### src/rtl/bz_seq_pkg.sv
// rtl/bz_seq_pkg.sv - shared types, widths and duration helper for the melody sequencer
package bz_seq_pkg;

    localparam int NOTE_W    = 8;
    localparam int IDX_W     = 5;
    localparam int DUR_CNT_W = 24;
    localparam int DEPTH     = 1 << IDX_W;

    typedef enum logic [2:0] {
        IDLE,
        FETCH,
        STROBE,
        HOLD,
        GAP,
        FIN
    } state_t;

    // Terminal HOLD count for a note of the given duration code: (dur+1)*tick - 1
    function automatic logic [DUR_CNT_W-1:0] hold_last(input logic [3:0] dur, input int tick_cyc);
        int n;
        n = (int'(dur) + 1) * tick_cyc - 1;
        return DUR_CNT_W'(n);
    endfunction

endpackage

### src/rtl/bz_seq_if.sv
// rtl/bz_seq_if.sv - note-table write port and buzzer drive bundle
interface bz_seq_if;
    import bz_seq_pkg::*;

    logic              wr_en;
    logic [IDX_W-1:0]  wr_addr;
    logic [NOTE_W-1:0] wr_data;
    logic              bz_wr;
    logic [NOTE_W-1:0] bz_val;

    modport master (output wr_en, wr_addr, wr_data, input bz_wr, bz_val);
    modport slave  (input wr_en, wr_addr, wr_data, output bz_wr, bz_val);
endinterface

### src/rtl/bz_seq_ram.sv
// rtl/bz_seq_ram.sv - 32x8 note table, one write port, one registered read port
module bz_seq_ram
    import bz_seq_pkg::*;
(
    input  logic              clk,
    input  logic              wr_en,
    input  logic [IDX_W-1:0]  wr_addr,
    input  logic [NOTE_W-1:0] wr_data,
    input  logic              rd_en,
    input  logic [IDX_W-1:0]  rd_addr,
    output logic [NOTE_W-1:0] rd_data
);

    logic [NOTE_W-1:0] mem [DEPTH];

    // Read sees the pre-write contents when both hit the same address
    always_ff @(posedge clk) begin
        if (wr_en) begin
            mem[wr_addr] <= wr_data;
        end
        if (rd_en) begin
            rd_data <= mem[rd_addr];
        end
    end

endmodule

### src/rtl/bz_sequencer.sv
// rtl/bz_sequencer.sv - note-table melody player; BZ_SEQ_LOOP_EN enables song repeat
module bz_sequencer
    import bz_seq_pkg::*;
#(
    parameter int TICK_CYC   = 1000000,
    parameter int GAP_CYC    = 100000,
    parameter int STROBE_CYC = 2
) (
    input  logic             clk,
    input  logic             rst,
    input  logic             play,
    input  logic             stop,
    input  logic             loop,
    input  logic [IDX_W-1:0] last_idx,
    bz_seq_if.slave          bus,
    output logic             busy,
    output logic [IDX_W-1:0] note_idx,
    output logic             done
);

    state_t                state, state_n;
    logic [IDX_W-1:0]      idx, idx_n;
    logic [IDX_W-1:0]      last, last_n;
    logic [IDX_W-1:0]      note_idx_n;
    logic [DUR_CNT_W-1:0]  cnt, cnt_n;
    logic                  bz_wr_q, bz_wr_n;
    logic [NOTE_W-1:0]     bz_val_q, bz_val_n;
    logic                  done_n;
    logic [NOTE_W-1:0]     rd_data;
    logic                  loop_take;

`ifdef BZ_SEQ_LOOP_EN
    assign loop_take = loop;
`else
    logic unused_loop;
    assign unused_loop = loop;
    assign loop_take   = 1'b0;
`endif

    bz_seq_ram u_ram (
        .clk     (clk),
        .wr_en   (bus.wr_en),
        .wr_addr (bus.wr_addr),
        .wr_data (bus.wr_data),
        .rd_en   (state == FETCH),
        .rd_addr (idx),
        .rd_data (rd_data)
    );

    always_ff @(posedge clk) begin
        if (rst) begin
            state    <= IDLE;
            idx      <= '0;
            last     <= '0;
            cnt      <= '0;
            bz_wr_q  <= 1'b0;
            bz_val_q <= '0;
            note_idx <= '0;
            done     <= 1'b0;
        end else begin
            state    <= state_n;
            idx      <= idx_n;
            last     <= last_n;
            cnt      <= cnt_n;
            bz_wr_q  <= bz_wr_n;
            bz_val_q <= bz_val_n;
            note_idx <= note_idx_n;
            done     <= done_n;
        end
    end

    always_comb begin
        state_n    = state;
        idx_n      = idx;
        last_n     = last;
        cnt_n      = cnt;
        bz_wr_n    = bz_wr_q;
        bz_val_n   = bz_val_q;
        note_idx_n = note_idx;
        done_n     = 1'b0;

        case (state)
            IDLE: begin
                if (play && !stop) begin
                    state_n = FETCH;
                    idx_n   = '0;
                    last_n  = last_idx;
                    cnt_n   = '0;
                end
            end
            FETCH: begin
                state_n = STROBE;
                cnt_n   = '0;
            end
            STROBE: begin
                // First STROBE cycle: table data has just landed on rd_data
                if (cnt == '0) begin
                    bz_val_n   = rd_data;
                    note_idx_n = idx;
                    bz_wr_n    = 1'b1;
                    cnt_n      = cnt + DUR_CNT_W'(1);
                end else if (cnt == DUR_CNT_W'(STROBE_CYC)) begin
                    bz_wr_n = 1'b0;
                    state_n = HOLD;
                    cnt_n   = '0;
                end else begin
                    cnt_n = cnt + DUR_CNT_W'(1);
                end
            end
            HOLD: begin
                if (cnt == hold_last(bz_val_q[7:4], TICK_CYC)) begin
                    state_n        = GAP;
                    cnt_n          = '0;
                    bz_val_n[3:0]  = 4'h0;
                end else begin
                    cnt_n = cnt + DUR_CNT_W'(1);
                end
            end
            GAP: begin
                if (cnt == DUR_CNT_W'(GAP_CYC - 1)) begin
                    cnt_n = '0;
                    if (idx < last) begin
                        idx_n   = idx + IDX_W'(1);
                        state_n = FETCH;
                    end else if (loop_take) begin
                        idx_n   = '0;
                        state_n = FETCH;
                    end else begin
                        state_n = FIN;
                    end
                end else begin
                    cnt_n = cnt + DUR_CNT_W'(1);
                end
            end
            FIN: begin
                state_n  = IDLE;
                done_n   = 1'b1;
                bz_val_n = '0;
            end
            default: begin
                state_n = IDLE;
            end
        endcase

        // Abort silences immediately and suppresses the done pulse
        if (stop && state != IDLE) begin
            state_n  = IDLE;
            bz_wr_n  = 1'b0;
            bz_val_n = '0;
            cnt_n    = '0;
            done_n   = 1'b0;
        end
    end

    assign busy       = (state != IDLE);
    assign bus.bz_wr  = bz_wr_q;
    assign bus.bz_val = bz_val_q;

endmodule

### src/flat_wrapper.sv
// flat-port wrapper written by rule: the top's interface ports become plain ports
module bz_sequencer_flat import bz_seq_pkg::*;
#(
    parameter int TICK_CYC   = 1000000,
    parameter int GAP_CYC    = 100000,
    parameter int STROBE_CYC = 2
)
  (clk, rst, play, stop, loop, last_idx, busy, note_idx, done, bus_wr_en, bus_wr_addr, bus_wr_data, bus_bz_wr, bus_bz_val);
  bz_seq_if bus_i ();
  input  logic clk;
  input  logic rst;
  input  logic play;
  input  logic stop;
  input  logic loop;
  input  logic [IDX_W-1:0] last_idx;
  output logic busy;
  output logic [IDX_W-1:0] note_idx;
  output logic done;
  input wire logic [$bits(bus_i.wr_en)-1:0] bus_wr_en;
  input wire logic [$bits(bus_i.wr_addr)-1:0] bus_wr_addr;
  input wire logic [$bits(bus_i.wr_data)-1:0] bus_wr_data;
  output wire logic [$bits(bus_i.bz_wr)-1:0] bus_bz_wr;
  output wire logic [$bits(bus_i.bz_val)-1:0] bus_bz_val;
  assign bus_i.wr_en = bus_wr_en;
  assign bus_i.wr_addr = bus_wr_addr;
  assign bus_i.wr_data = bus_wr_data;
  assign bus_bz_wr = bus_i.bz_wr;
  assign bus_bz_val = bus_i.bz_val;
  bz_sequencer #(.TICK_CYC(TICK_CYC), .GAP_CYC(GAP_CYC), .STROBE_CYC(STROBE_CYC)) u_core (.clk(clk), .rst(rst), .play(play), .stop(stop), .loop(loop), .last_idx(last_idx), .bus(bus_i), .busy(busy), .note_idx(note_idx), .done(done));
endmodule
### config.mk
export PLATFORM = sky130hd
export DESIGN_NAME = bz_sequencer_flat
export DESIGN_NICKNAME = d
export VERILOG_FILES = /design/src/rtl/bz_seq_pkg.sv /design/src/rtl/bz_seq_if.sv /design/src/rtl/bz_seq_ram.sv /design/src/rtl/bz_sequencer.sv /design/src/flat_wrapper.sv
export SDC_FILE = /design/constraint.sdc
export NUM_CORES = 1
export LEC_CHECK = 0
export CAP_MARGIN = 30
export CORE_ASPECT_RATIO = 0.8
export CORE_UTILIZATION = 50
export CTS_CLUSTER_SIZE = 24
export DETAILED_ROUTE_END_ITERATION = 12
export PLACE_DENSITY = 0.66
export SYNTH_ARGS = -nofsm -noshare
export SYNTH_HDL_FRONTEND = slang
export SYNTH_HIERARCHICAL = 1
export SYNTH_SLANG_ARGS = --single-unit
### constraint.sdc
create_clock -name clk -period 13.8 [get_ports clk]
set_input_delay 2.76 -clock clk [delete_from_list [all_inputs] [get_ports clk]]
set_output_delay 2.76 -clock clk [all_outputs]
set_load 0.03 [all_outputs]
### Yosys cells after proc, flatten, opt, wreduce, memory -nomap -nowiden

Memory sizes are Yosys's and may differ from the RTL's. A register that Yosys moved wholly into a read port is not among the register bits.
Index checks and enable logic that the tools add are counted.

* bits in writable memories: 256
* bits of input ports: 24
* register bits: 52
* output and inout port bits: 16
* word-level logic and storage cells: 77
* memories: 1

* multiply operators: 1
* add/sub/neg operators: 4
* muxes and demuxes: 26
* magnitude comparators: 1
* reductions and logical operators: 20
* equality and inequality tests: 15

Memory list
* u_core.u_ram.mem: depth 32, bits a word 8, read ports 1, clocked after Yosys merged registers in 1, wr ports 1, line bz_seq_ram.sv:14 `logic [NOTE_W-1:0] mem [DEPTH];`

Operator list (count)
* 2-to-1 mux 24 bit: 5
* one-hot mux 24 bit (5 select lines): 1
* multiplier 32 x 15 -> 18 bit, second input constant: 1
* adder 24 x 1 -> 24 bit, second input constant: 1
* == test 24 x 17 -> 1 bit, second input constant: 1
* == test 24 x 2 -> 1 bit, second input constant: 1
* == test 24 bit: 1
* zero test 24 bit: 1
* subtractor 24 x 2 -> 24 bit, second input constant: 1
* 2-to-1 mux 3 bit: 6
* 2-to-1 mux 5 bit: 3
* one-hot mux 3 bit (5 select lines): 1
* != test 2 x 1 -> 1 bit, second input constant: 6
* one-hot mux 4 bit (3 select lines): 1
* one-hot mux 5 bit (2 select lines): 1
* AND reduction 2 bit: 5
* 2-to-1 mux 8 bit: 1
* one-hot mux 4 bit (2 select lines): 1
* == test 3 x 2 -> 1 bit, second input constant: 2
* == test 3 bit, second input constant: 2
* nonzero test 2 bit: 3
* nonzero test 3 bit: 2
* adder 4 x 1 -> 5 bit, second input constant: 1
* adder 5 x 1 -> 5 bit, second input constant: 1
* other kinds (13): 18

### Longest topological paths before layout

Gate-level depths: netlist of run 1.

* word-level depth: 6
* gate-level depth with buffers: 23
* depth with buffers taken out: 19

### Cells and area by module

The synthesis of run 1 kept the hierarchy.

Modules (own cells, without submodules)
* bz_seq_ram: area each 10133.5 um2, instances 1, sequential area each 7927.6 um2, cells an instance 417
* bz_sequencer: area each 4271.6 um2, instances 1, sequential area each 1041.0 um2, cells an instance 533

### Worst setup path before layout of run 1

No wires, ideal clock.

* path kind: flip-flop to flip-flop
* start point: reg u_core.bz_val_q[4] (netlist: u_core/bus.bz_val[4])
* end point: reg u_core.cnt[21]
* library setup time: 136 ps
* arrival: 5411 ps
* stages on the path, launching flop included: 23
* buffers on the path: 3
* path slack: 8254 ps
* period minus slack after synthesis: 5546 ps
* data required time: 13664 ps
* cells stage by stage: dfxtp_1 -> buf_4 -> nand3_1 -> xnor2_1 -> inv_1 -> fa_1 -> inv_1 -> fa_1 -> inv_1 -> ha_1 -> ha_1 -> o21ai_2 -> nor3_1 -> a2111oi_0 -> nand3_1 -> or3_1 -> or3_1 -> a221oi_4 -> o31ai_2 -> buf_6 -> buf_6 -> a21oi_2 -> a31oi_1

* longest elaborated chain between the ends: 6

RTL lines
* from (decl): line bz_sequencer.sv:27 `logic [NOTE_W-1:0] bz_val_q, bz_val_n;`
* from (signal assigned): line bz_sequencer.sv:66 `bz_val_q <= bz_val_n;`
* adder 4 x 1 -> 5 bit: line bz_seq_pkg.sv:21 `n = (int'(dur) + 1) * tick_cyc - 1;`
* multiplier 32 x 15 -> 18 bit: line bz_seq_pkg.sv:21
* subtractor 24 x 2 -> 24 bit: line bz_seq_pkg.sv:21
* == test 24 bit: line bz_sequencer.sv:111 `if (cnt == hold_last(bz_val_q[7:4], TICK_CYC)) begin`
* 2-to-1 mux 24 bit: line bz_sequencer.sv:111
* one-hot mux 24 bit (5 select lines): line bz_sequencer.sv:82 `case (state)`
* to (signal assigned): line bz_sequencer.sv:64 `cnt <= cnt_n;`
* to (decl): line bz_sequencer.sv:25 `logic [DUR_CNT_W-1:0] cnt, cnt_n;`

No other way between the ends.
A chain may end at the register's enable or synchronous reset.

### Worst setup path after layout of run 1

* start point: reg u_core.bz_val_q[4] (netlist: u_core/bus.bz_val[4])
* end point: reg u_core.cnt[10]

The elaborated chain is that of the path after synthesis.

==> results of run 1 <==
## placed cells by master, fill, tap and decap left out, types with 10 or more instances in the layout
| cell type | netlist | layout |
|---|---|---|
| a21oi_1 | 39 | 39 |
| a31oi_1 | 20 | 20 |
| clkbuf_16 | 0 | 31 |
| clkdlybuf4s50_1 | 0 | 38 |
| dfxtp_1 | 52 | 50 |
| edfxtp_1 | 264 | 264 |
| ha_1 | 35 | 35 |
| inv_1 | 23 | 23 |
| mux4_2 | 80 | 80 |
| nand2_1 | 64 | 64 |
| nand2b_1 | 10 | 10 |
| nand3_1 | 29 | 29 |
| nor2_1 | 69 | 69 |
| o21ai_0 | 13 | 13 |
| xnor2_1 | 17 | 17 |
| xor2_1 | 12 | 12 |
## registers in the layout, indices dropped and copies added, names as in the netlist
register              count
u_core/bus.bz_val         8
u_core/bus.bz_wr          1
u_core/cnt               24
u_core/done               1
u_core/idx                5
u_core/last               5
u_core/note_idx           5
u_core/state              3
u_core/u_ram/mem        256
u_core/u_ram/rd_data      8
## logic make-up (layout without fill, tap and decap cells)
logic type,Yosys count,after routing,synth area share [%]
AO/OA/AOI/OAI,132,132,6.32
XOR/XNOR,34,34,2.51
adder cells (fa/ha/maj),41,41,3.87
buffers and inverters,72,130,2.30
flip-flops,316,316,62.3
multiplexers,98,98,13.8
AND/OR/NAND/NOR,257,257,8.89
## where the power goes
group          internal (mW)  switching, mW  leakage (nW)
clock                  0.494          0.335         0.503
combinational          0.236          0.317          1.92
sequential              1.06         0.0354          2.80
total                   1.79          0.688          5.23
## per-stage QoR
step	area (µm²)	worst slack, ns	total power [mW]
2_1_floorplan	14400	8.25	1.53
3_3_place_gp	15000	7.17	1.66
3_5_place_dp	15200	7.42	1.67
4_1_cts	16200	7.42	2.50
5_1_grt	16200	6.88	2.60
6_report	16200	7.44	2.48
## path summary, 6_finish.rpt
path | cells after the start | to | slack [ns] | from
worst min-delay path | 2 | u_core/note_idx[3]$_SDFFE_PP0P_ | 0.46 | u_core/note_idx[3]$_SDFFE_PP0P_
worst max-delay path | 20 | u_core/cnt[10]$_SDFFE_PP0P_ | 7.44 | u_core/bus.bz_val[4]$_SDFFE_PP0P_
worst max register to register | 20 | u_core/cnt[10]$_SDFFE_PP0P_ | 7.44 | u_core/bus.bz_val[4]$_SDFFE_PP0P_
worst min register to register | 2 | u_core/note_idx[3]$_SDFFE_PP0P_ | 0.46 | u_core/note_idx[3]$_SDFFE_PP0P_
## layer usage
layer	track usage [%]	routed length, µm	vias up
li1	-	-	3793
met3	3.13	1640	26
met5	0	0	-
met1	32.4	14100	4117
met4	3.55	362	0
met2	30.4	13300	219
## cell type report
class,instances,area [µm²]
clock buffers,38,822
clock inverters,17,183
fillers,2216,12100
inverters,24,90.1
multi-input cells,562,5110
flip-flops and latches,316,8970
well taps,370,463
repair buffers,51,581
## worst min-delay path: cells and delay by family (launching register included)
family / cells / cell delay, ns
DFF: 1 / 0.31
and+or+nand+nor: 1 / 0.05
AOI/OAI and AO/OA: 1 / 0.05
==> Flow_metrics.wiki, run 1 <==
{| class="wikitable"
! Metric !! Value
|-
| Critical Path Most Common Cell || ha_1
|-
| Layout cells sized above 1 || 17.3%
|-
| Timing-limited maximum frequency || 157 MHz
|-
| Synth cell count leaders || 264 x edfxtp_1, 80 x mux4_2, 69 x nor2_1
|-
| Portion of the clock cycle consumed by the worst path in the final layout || 46.1%
|-
| Worst setup path category || flop to flop
|-
| Area enclosed by the die boundary || 0.0295 mm²
|-
| Number of enable flip-flop cells after synthesis || 264
|-
| Run status || finished, final reports clean
|-
| Capturing element type of the critical path || flop
|-
| Total vias in the final route || 8155
|-
| GRT Resource Usage Total || 20.5%
|-
| Floorplan core area || 0.0283 mm²
|-
| Type of element launching the critical path || flop
|-
| Sum of net half-perimeters after detailed placement || 20.2 mm
|-
| Via/cell ratio || 5.92
|-
| Hold Violations, Final || 0
|-
| Critical Path, Cell by Cell || ha_1, and3_1, inv_2, fa_1, inv_1, fa_1, inv_1, ha_1, ha_1, o21ai_2, nor3_1, a2111oi_0, nand3_1, or3_1, or3_1, a221oi_4, o31ai_4, buf_8, a41oi_1, a31oi_1
|-
| Areal power density over the cells || 153 mW/mm²
|-
| Syn_nets || 1015
|-
| Number of cells after detailed placement || 1323
|-
| CTS max path bufs || 3
|-
| Proportion of synthesized chip area in sequential cells || 62.3%
|-
| # DRC || 0
|-
| Crit path max fanout || 28
|-
| Average wire per cell in the routed design || 21.3 µm
|-
| Weighted congestion at the end of routability-driven global placement || 0.838
|-
| Min-delay worst type || flop to flop
|-
| Via count of the first global-routing pass || 7708
|-
| Synthesis-to-layout area growth || 12.6%
|-
| Hold Worst Slack || 0.456 ns
|-
| CP peak stage delay || 0.70 ns
|-
| Required time of the critical path || 14.21 ns
|-
| FF+latch count, synth || 316
|-
| Post-CTS Setup Bufs || 0
|-
| Number of placement rows || 55
|-
| Setup TNS Final || 0 ns
|-
| Count of TritonRoute iterations in the first routing pass || 5
|-
| Io pins || 40
|-
| Critical-path top delay cell || dfxtp_1
|-
| YS warnings || 6
|-
| Maximum number of pins on one net before global-route repair || 56
|-
| CTS root buffer || clkbuf_16
|-
| Critical path buffer and inverter count || 4
|-
| Cells after Synth || 950
|-
| Number of DRC markers after the initial detailed-route iteration || 823
|-
| Count of H-tree levels built during CTS || 1
|-
| Cell accounting for the most synthesized area || edfxtp_1
|-
| Lkg Pwr || 5.23 nW
|-
| Post-Route Utilization || 57.4%
|-
| Global-route congestion overflow total || 0
|-
| Initial standard-cell utilization of the core || 50.9%
|-
| Transition time at the pin with the least slew margin || 1.01 ns
|-
| Clock slew at the register clock pins of the worst setup and hold paths || 0.07 ns
|-
| Signal arrival time at the worst endpoint || 6.76 ns
|-
| Portion of synthesized cell area occupied by the leading cell type || 55.0%
|-
| Count leader, synth || edfxtp_1
|-
| Worst slew slack as a fraction of its limit || 32.4%
|-
| Clock buffers created by TritonCTS || 30
|-
| Number of max-slew violations in the final report || 0
|-
| Antenna diodes || 0
|-
| Synth Cell Area || 0.0144 mm²
|-
| Hold-fix buffers at CTS || 0
|-
| Post-Synthesis Mean Instance Area || 15.2 µm²
|-
| Setup skew after layout || 0.0143 ns
|-
| Fraction of registers with async set or reset after synthesis || 0%
|-
| Post-cts repair resize count || 0
|-
| RSZ-0062 raised after global routing || no
|-
| Number of antenna violations at the first check in global routing || 0
|-
| Port buffer count || 38
|-
| Clock tree from TritonCTS || built
|-
| Non-filler instance count after layout || 1378
|-
| Final Setup Violations || 0
|-
| Max-Cap Viols || 0
|-
| Final-stage net count || 1050
|-
| Total Routed Length || 29.4 mm
|-
| Residual antenna-violating net count after detailed routing || 0
|-
| Predominant post-synthesis flop cell || edfxtp_1
|-
| Number of clock sinks seen by CTS || 316
|-
| Clock insertion delay at the later pin of the skew report || 0.54 ns
|-
| Wire length of the first global-routing pass || 45.7 mm
|-
| Distinct cells, synth || 73
|-
| Worst voltage drop across the vdd grid || 162 µV
|-
| Die Ht || 154 µm
|-
| Largest cells by area after synthesis || edfxtp_1 55%, mux4_2 13%, dfxtp_1 7.2%
|-
| Die outline width || 192 µm
|-
| Cell class contributing the biggest share of worst-path delay || adder cells
|-
| Clock period minus final worst setup slack || 6.36 ns
|}
No activity file was read; power rests on OpenSTA's default activity.
==> inputs of run 2 (changes only) <==
--- a/config.mk
+++ b/config.mk
@@ -10,7 +10,7 @@
 export CORE_UTILIZATION = 50
 export CTS_CLUSTER_SIZE = 24
 export DETAILED_ROUTE_END_ITERATION = 12
-export PLACE_DENSITY = 0.66
+export PLACE_DENSITY = 0.68
 export SYNTH_ARGS = -nofsm -noshare
 export SYNTH_HDL_FRONTEND = slang
 export SYNTH_HIERARCHICAL = 1
==> constraint.sdc (replaced) <==
create_clock -name clk -period 5.4 [get_ports clk]
set_input_delay 1.08 -clock clk [delete_from_list [all_inputs] [get_ports clk]]
set_output_delay 1.08 -clock clk [all_outputs]
set_load 0.03 [all_outputs]
==> Flow_metrics.wiki, run 2 (synthesis gave the netlist of run 1 again) <==
{| class="wikitable"
! Metric !! Value
|-
| Run status || finished, final reports clean
|-
| Cell class contributing the biggest share of worst-path delay || adder cells
|-
| Number of DRC markers after the initial detailed-route iteration || 821
|-
| Capturing element type of the critical path || flop
|-
| Setup skew after layout || 0.0142 ns
|-
| Via/cell ratio || 5.99
|-
| Cell area after layout || 0.0166 mm²
|-
| Total Routed Length || 31.1 mm
|-
| Initial standard-cell utilization of the core || 50.9%
|-
| Critical-path top delay cell || fa_1
|-
| Area after DPL || 0.0154 mm²
|-
| Antenna diodes || 0
|-
| Clock tree from TritonCTS || built
|-
| Cells on worst reg2reg path || 23
|-
| Critical Path, Cell by Cell || ha_4, and3_4, inv_2, fa_1, inv_1, fa_1, inv_1, ha_4, ha_4, buf_4, or3b_2, o221ai_1, a21oi_1, o311ai_2, buf_4, or3_4, a2111o_1, a41oi_2, o31ai_4, buf_12, buf_4, a41oi_1, a31oi_1
|-
| Endpoint with the worst hold slack || u_core/note_idx[3]$_SDFFE_PP0P_
|-
| Flip-flop count of the largest register, all copies and words added || 256
|-
| CP peak stage delay || 0.55 ns
|-
| Hold Worst Slack || 0.463 ns
|-
| Reg2reg start || u_core/bus.bz_val[5]$_SDFFE_PP0P_
|-
| Via count of the first global-routing pass || 8250
|-
| Final Setup Violations || 0
|-
| Clock insertion delay at the later pin of the skew report || 0.56 ns
|-
| Global-route congestion overflow total || 0
|-
| CTS root buffer || clkbuf_16
|-
| Capture instance of the worst register-to-register path || u_core/cnt[10]$_SDFFE_PP0P_
|-
| Weighted congestion at the end of routability-driven global placement || 0.873
|-
| Timing-limited maximum frequency || 192 MHz
|-
| Clock slew at the register clock pins of the worst setup and hold paths || 0.06 ns
|-
| Number of clock sinks seen by CTS || 316
|-
| Reg-to-reg slack, setup || 0.20 ns
|-
| Areal power density over the cells || 403 mW/mm²
|-
| Number of placement rows || 55
|-
| Portion of the clock cycle consumed by the worst path in the final layout || 96.2%
|-
| Hold wc startpoint || u_core/note_idx[3]$_SDFFE_PP0P_
|-
| Clock period minus final worst setup slack || 5.20 ns
|-
| Crit path max fanout || 10
|-
| Final-stage net count || 1090
|-
| Count of TritonRoute iterations in the first routing pass || 5
|-
| Count of H-tree levels built during CTS || 1
|-
| Total vias in the final route || 8493
|-
| Layout cells sized above 1 || 21.6%
|-
| Area enclosed by the die boundary || 0.0295 mm²
|-
| Worst voltage drop across the vdd grid || 291 µV
|-
| Hold Violations, Final || 0
|-
| Die Ht || 154 µm
|-
| Min-delay worst type || flop to flop
|-
| Register with the most flip-flops || u_core/u_ram/mem
|-
| GRT Resource Usage Total || 21.3%
|-
| Worst setup path category || flop to flop
|-
| # DRC || 0
|-
| Post-Route Utilization || 58.8%
|-
| Sum of net half-perimeters after detailed placement || 21.0 mm
|-
| Lkg Pwr || 5.42 nW
|-
| Signal arrival time at the worst endpoint || 5.60 ns
|-
| Floorplan core area || 0.0283 mm²
|-
| Setup TNS Final || 0 ns
|-
| Number of antenna violations at the first check in global routing || 0
|-
| CTS max path bufs || 3
|-
| Maximum number of pins on one net before global-route repair || 30
|-
| Hold Crit Depth || 2
|-
| Type of element launching the critical path || flop
|-
| Highest-count cells in the layout ignoring fill and taps || 264 x edfxtp_1, 80 x mux4_2, 69 x nor2_1
|-
| Clock buffers created by TritonCTS || 31
|-
| Wire length of the first global-routing pass || 47.6 mm
|-
| Critical path buffer and inverter count || 7
|-
| Die outline width || 192 µm
|-
| Worst slew slack as a fraction of its limit || 34.5%
|-
| Required time of the critical path || 5.80 ns
|-
| Average wire per cell in the routed design || 21.9 µm
|-
| Leading registers by flop count || u_core/u_ram/mem (256), u_core/cnt (24)
|-
| Port buffer count || 38
|-
| Transition time at the pin with the least slew margin || 0.981 ns
|-
| Total of fill cells in the finished design || 2121
|-
| Synthesis-to-layout area growth || 15.5%
|-
| Most common cell after layout, fill and taps aside || edfxtp_1
|-
| CP Depth || 23
|-
| Residual antenna-violating net count after detailed routing || 0
|-
| Io pins || 40
|-
| Number of max-slew violations in the final report || 0
|-
| Max-Cap Viols || 0
|}
## run 2: cell types whose count changed in the layout (fill, tap and decap cells not counted), sizes merged
cell | previous run | this run
buf | 13 | 52
clkbuf | 38 | 44
clkinv | 12 | 7
## run 2: per-stage QoR
stage	instances	worst slack [ns]	power, mW
after floorplan	950	0.0363	3.92
after detailed placement	1351	0.0211	4.42
after global routing	1418	-0.0543	6.98
after CTS	1410	0.00497	6.56
after global placement	1342	0.0913	4.38
final	1418	0.203	6.70
## run 2: tightest hold or removal path, cell delays in order (launching register included)
cell,delay [ns]
dfxtp_1,0.31
nand2_1,0.05
a21oi_1,0.05
## run 2: timing repair
action                                 in CTS  in global routing
buffers inserted                            3                  8
hold buffers                                0                  0
resized for setup                           0                 20
endpoints found under the hold margin       0                  0
setup endpoints to repair                   1                 30
pin swaps                                   2                  7
## run 2: worst max path at each step
stage,from,end,slack [ns]
after global placement,u_core/bus.bz_val[4]$_SDFFE_PP0P_,u_core/cnt[14]$_SDFFE_PP0P_,0.09
after global routing,u_core/bus.bz_val[6]$_SDFFE_PP0P_,u_core/cnt[10]$_SDFFE_PP0P_,-0.05
after floorplan,u_core/bus.bz_val[6]$_SDFFE_PP0P_,u_core/cnt[21]$_SDFFE_PP0P_,0.04
final,u_core/bus.bz_val[5]$_SDFFE_PP0P_,u_core/cnt[10]$_SDFFE_PP0P_,0.20
after CTS,u_core/bus.bz_val[4]$_SDFFE_PP0P_,u_core/cnt[17]$_SDFFE_PP0P_,0.005
after detailed placement,u_core/bus.bz_val[4]$_SDFFE_PP0P_,u_core/cnt[14]$_SDFFE_PP0P_,0.02
## run 2: per-layer routing
layer  routed length (µm)  GRT usage (%)  vias to the layer above
met5                    0              0                        -
met4                  590           4.72                        0
met3                 1940           2.56                       40
met2                14400           32.9                      292
met1                14100           32.5                     4289
li1                     -              -                     3872
## run 2: cell type report
type | instances | area [µm²] | share of cell area (%)
clock buffer | 44 | 855 | 5.14
clock inverter | 12 | 159 | 0.955
inverter | 24 | 90.1 | 0.541
multi-input combinational | 562 | 5220 | 31.4
sequential | 316 | 8980 | 54.0
tap | 370 | 463 | 2.78
timing repair buffer | 90 | 866 | 5.20
## run 2: power breakdown
part	total, mW	internal [mW]	switching, mW
Combinational	1.76	0.827	0.933
Clock	2.14	1.28	0.858
Sequential	2.80	2.72	0.0750
Total	6.70	4.83	1.87
==> inputs of run 3 (changes only) <==
--- a/config.mk
+++ b/config.mk
@@ -10,7 +10,8 @@
 export CORE_UTILIZATION = 50
 export CTS_CLUSTER_SIZE = 24
 export DETAILED_ROUTE_END_ITERATION = 12
-export PLACE_DENSITY = 0.68
+export DONT_BUFFER_PORTS = 1
+export PLACE_DENSITY = 0.67
 export SYNTH_ARGS = -nofsm -noshare
 export SYNTH_HDL_FRONTEND = slang
 export SYNTH_HIERARCHICAL = 1
==> Flow_metrics.wiki, run 3 (synthesis gave the netlist of run 1 again) <==
{| class="wikitable"
! Metric !! Value
|-
| Layout cells sized above 1 || 22.6%
|-
| Critical-path top delay cell || fa_1
|-
| Endpoint with the worst hold slack || u_core/bus.bz_val[0]$_SDFFE_PP0P_
|-
| GRT Resource Usage Total || 21.1%
|-
| Worst slew slack as a fraction of its limit || 38.7%
|-
| Die outline width || 192 µm
|-
| Register with the most flip-flops || u_core/u_ram/mem
|-
| Floorplan core area || 0.0283 mm²
|-
| Share of power burned in registers || 42.9%
|-
| Number of DRC markers after the initial detailed-route iteration || 793
|-
| Critical Path Most Common Cell || buf_4
|-
| Crit path max fanout || 8
|-
| Hold-fix buffers at CTS || 0
|-
| Final Setup Violations || 0
|-
| Setup skew after layout || 0.0218 ns
|-
| Highest-count cells in the layout ignoring fill and taps || 264 x edfxtp_1, 80 x mux4_2, 69 x nor2_1
|-
| Sw Ratio || 28.0%
|-
| Cells on worst reg2reg path || 23
|-
| Clock tree from TritonCTS || built
|-
| Die Ht || 154 µm
|-
| Switching Power || 1.86 mW
|-
| Wire length of the first global-routing pass || 46.4 mm
|-
| Number of cells after detailed placement || 1317
|-
| Average wire per cell in the routed design || 22.1 µm
|-
| Reg2reg start || u_core/bus.bz_val[5]$_SDFFE_PP0P_
|-
| Clock buffers created by TritonCTS || 34
|-
| Cell class contributing the biggest share of worst-path delay || adder cells
|-
| Capturing element type of the critical path || flop
|-
| Number of clock sinks seen by CTS || 316
|-
| Required time of the critical path || 5.76 ns
|-
| Port buffer count || 0
|-
| Global-route congestion overflow total || 0
|-
| Number of max-slew violations in the final report || 0
|-
| Synthesis-to-layout area growth || 12.5%
|-
| Residual antenna-violating net count after detailed routing || 0
|-
| Fraction of power consumed by the clock network || 32.8%
|-
| Max-Cap Viols || 0
|-
| Flip-flop count of the largest register, all copies and words added || 256
|-
| Clock insertion delay at the later pin of the skew report || 0.51 ns
|-
| Timing-limited maximum frequency || 191 MHz
|-
| Clock period minus final worst setup slack || 5.22 ns
|-
| CTS max path bufs || 3
|-
| Capture instance of the worst register-to-register path || u_core/cnt[10]$_SDFFE_PP0P_
|-
| Count of TritonRoute iterations in the first routing pass || 5
|-
| Hold Crit Depth || 1
|-
| Antenna diodes || 0
|-
| Leading registers by flop count || u_core/u_ram/mem (256), u_core/cnt (24)
|-
| Signal arrival time at the worst endpoint || 5.58 ns
|-
| CTS root buffer || clkbuf_16
|-
| Worst voltage drop across the vdd grid || 309 µV
|-
| Total power consumption of the routed design || 6.63 mW
|-
| Run status || finished, final reports clean
|-
| Type of element launching the critical path || flop
|-
| Reg-to-reg slack, setup || 0.18 ns
|-
| Maximum number of pins on one net before global-route repair || 46
|-
| Initial standard-cell utilization of the core || 50.9%
|-
| Most common cell after layout, fill and taps aside || edfxtp_1
|-
| Lkg Pwr || 5.25 nW
|-
| CP peak stage delay || 0.56 ns
|-
| Hold wc startpoint || u_core/u_ram/rd_data[0]$_DFFE_PP_
|-
| Non-filler instance count after layout || 1381
|-
| Area enclosed by the die boundary || 0.0295 mm²
|-
| Weighted congestion at the end of routability-driven global placement || 0.838
|-
| Total Routed Length || 30.6 mm
|-
| Areal power density over the cells || 409 mW/mm²
|-
| Internal Power || 4.77 mW
|-
| Critical Path, Cell by Cell || nand3_4, xnor2_4, inv_2, fa_1, inv_1, fa_1, inv_1, ha_4, ha_4, buf_4, or3b_2, o221ai_1, a21oi_1, o311ai_2, buf_4, or3_4, a2111o_1, a41oi_2, o31ai_4, buf_6, buf_4, a41oi_1, a31oi_1
|-
| Count of H-tree levels built during CTS || 2
|-
| Min-delay worst type || flop to flop
|-
| Final-stage net count || 1053
|-
| Post-Route Utilization || 57.3%
|-
| Hold Violations, Final || 0
|-
| Transition time at the pin with the least slew margin || 0.919 ns
|-
| Portion of the clock cycle consumed by the worst path in the final layout || 96.7%
|-
| Number of placement rows || 55
|-
| Proportion of power drawn by combinational gates || 24.4%
|-
| Critical path buffer and inverter count || 7
|-
| Number of antenna violations at the first check in global routing || 0
|-
| Io pins || 40
|-
| Via count of the first global-routing pass || 8026
|-
| Via/cell ratio || 6.09
|-
| # DRC || 0
|-
| Total vias in the final route || 8405
|-
| Worst setup path category || flop to flop
|-
| Clock slew at the register clock pins of the worst setup and hold paths || 0.06 ns
|-
| Sum of net half-perimeters after detailed placement || 20.1 mm
|}
[run 3: changes by cell type in the layout (fill, tap and decap cells not counted), moves of 3 or more]
cell             previous run  this run
buf_4                      42        47
buf_8                       6         0
clkbuf_1                   10         7
clkbuf_16                  31        35
clkbuf_8                    3         0
clkdlybuf4s50_1            38         0
clkinv_2                    3         6
[run 3: through the flow]
step                setup TNS, ns  area (µm²)  hold slack, ns  setup slack, ns
detailed placement          -1.95       15000           0.459           -0.183
CTS                             0       16100           0.474           0.0120
global placement           -0.912       15000           0.475           -0.109
global route               -0.640       16200           0.486          -0.0711
finish                          0       16200           0.478            0.176
floorplan                       0       14400           0.436           0.0363
[run 3: worst max-delay path by stage]
stage,start,to,slack (ns),depth (start not counted)
CTS,u_core/bus.bz_val[4]$_SDFFE_PP0P_,u_core/cnt[10]$_SDFFE_PP0P_,0.01,22
detailed placement,u_core/bus.bz_val[4]$_SDFFE_PP0P_,u_core/cnt[14]$_SDFFE_PP0P_,-0.18,21
global route,u_core/bus.bz_val[5]$_SDFFE_PP0P_,u_core/cnt[10]$_SDFFE_PP0P_,-0.07,23
floorplan,u_core/bus.bz_val[6]$_SDFFE_PP0P_,u_core/cnt[21]$_SDFFE_PP0P_,0.04,22
finish,u_core/bus.bz_val[5]$_SDFFE_PP0P_,u_core/cnt[10]$_SDFFE_PP0P_,0.18,23
global placement,u_core/bus.bz_val[4]$_SDFFE_PP0P_,u_core/cnt[14]$_SDFFE_PP0P_,-0.11,21
[run 3: metal layers]
| metal | part of all wire (%) | global-route usage [%] | vias to the layer above |
|---|---|---|---|
| met5 | 0 | 0 | - |
| met3 | 7.5 | 3.97 | 43 |
| met4 | 1.9 | 6.08 | 0 |
| met1 | 46 | 32.4 | 4279 |
| met2 | 45 | 30.7 | 282 |
| li1 | - | - | 3801 |
[run 3: repair_timing]
| action | in CTS | in global routing |
|---|---|---|
| setup endpoints to repair | 21 | 29 |
| cloned | 0 | 0 |
| pin swaps | 1 | 7 |
| setup buffers | 3 | 2 |
| gates resized for setup | 4 | 22 |
[run 3: layout make-up]
type	instances	area, µm²
clock buffers	42	902
clock inverters	17	136
fillers	2185	12100
inverters	24	90.1
multi-input cells	562	5250
flip-flops and latches	316	8980
well taps	370	463
repair buffers	50	380
[run 3: power groups by stage]
stage	clock network, mW	logic, mW	registers, mW
after global routing	2.30	1.75	2.86
after CTS	2.21	1.50	2.84
after floorplan	0	1.10	2.83
after global placement	0	1.45	2.89
after detailed placement	0	1.48	2.89
final	2.17	1.61	2.84
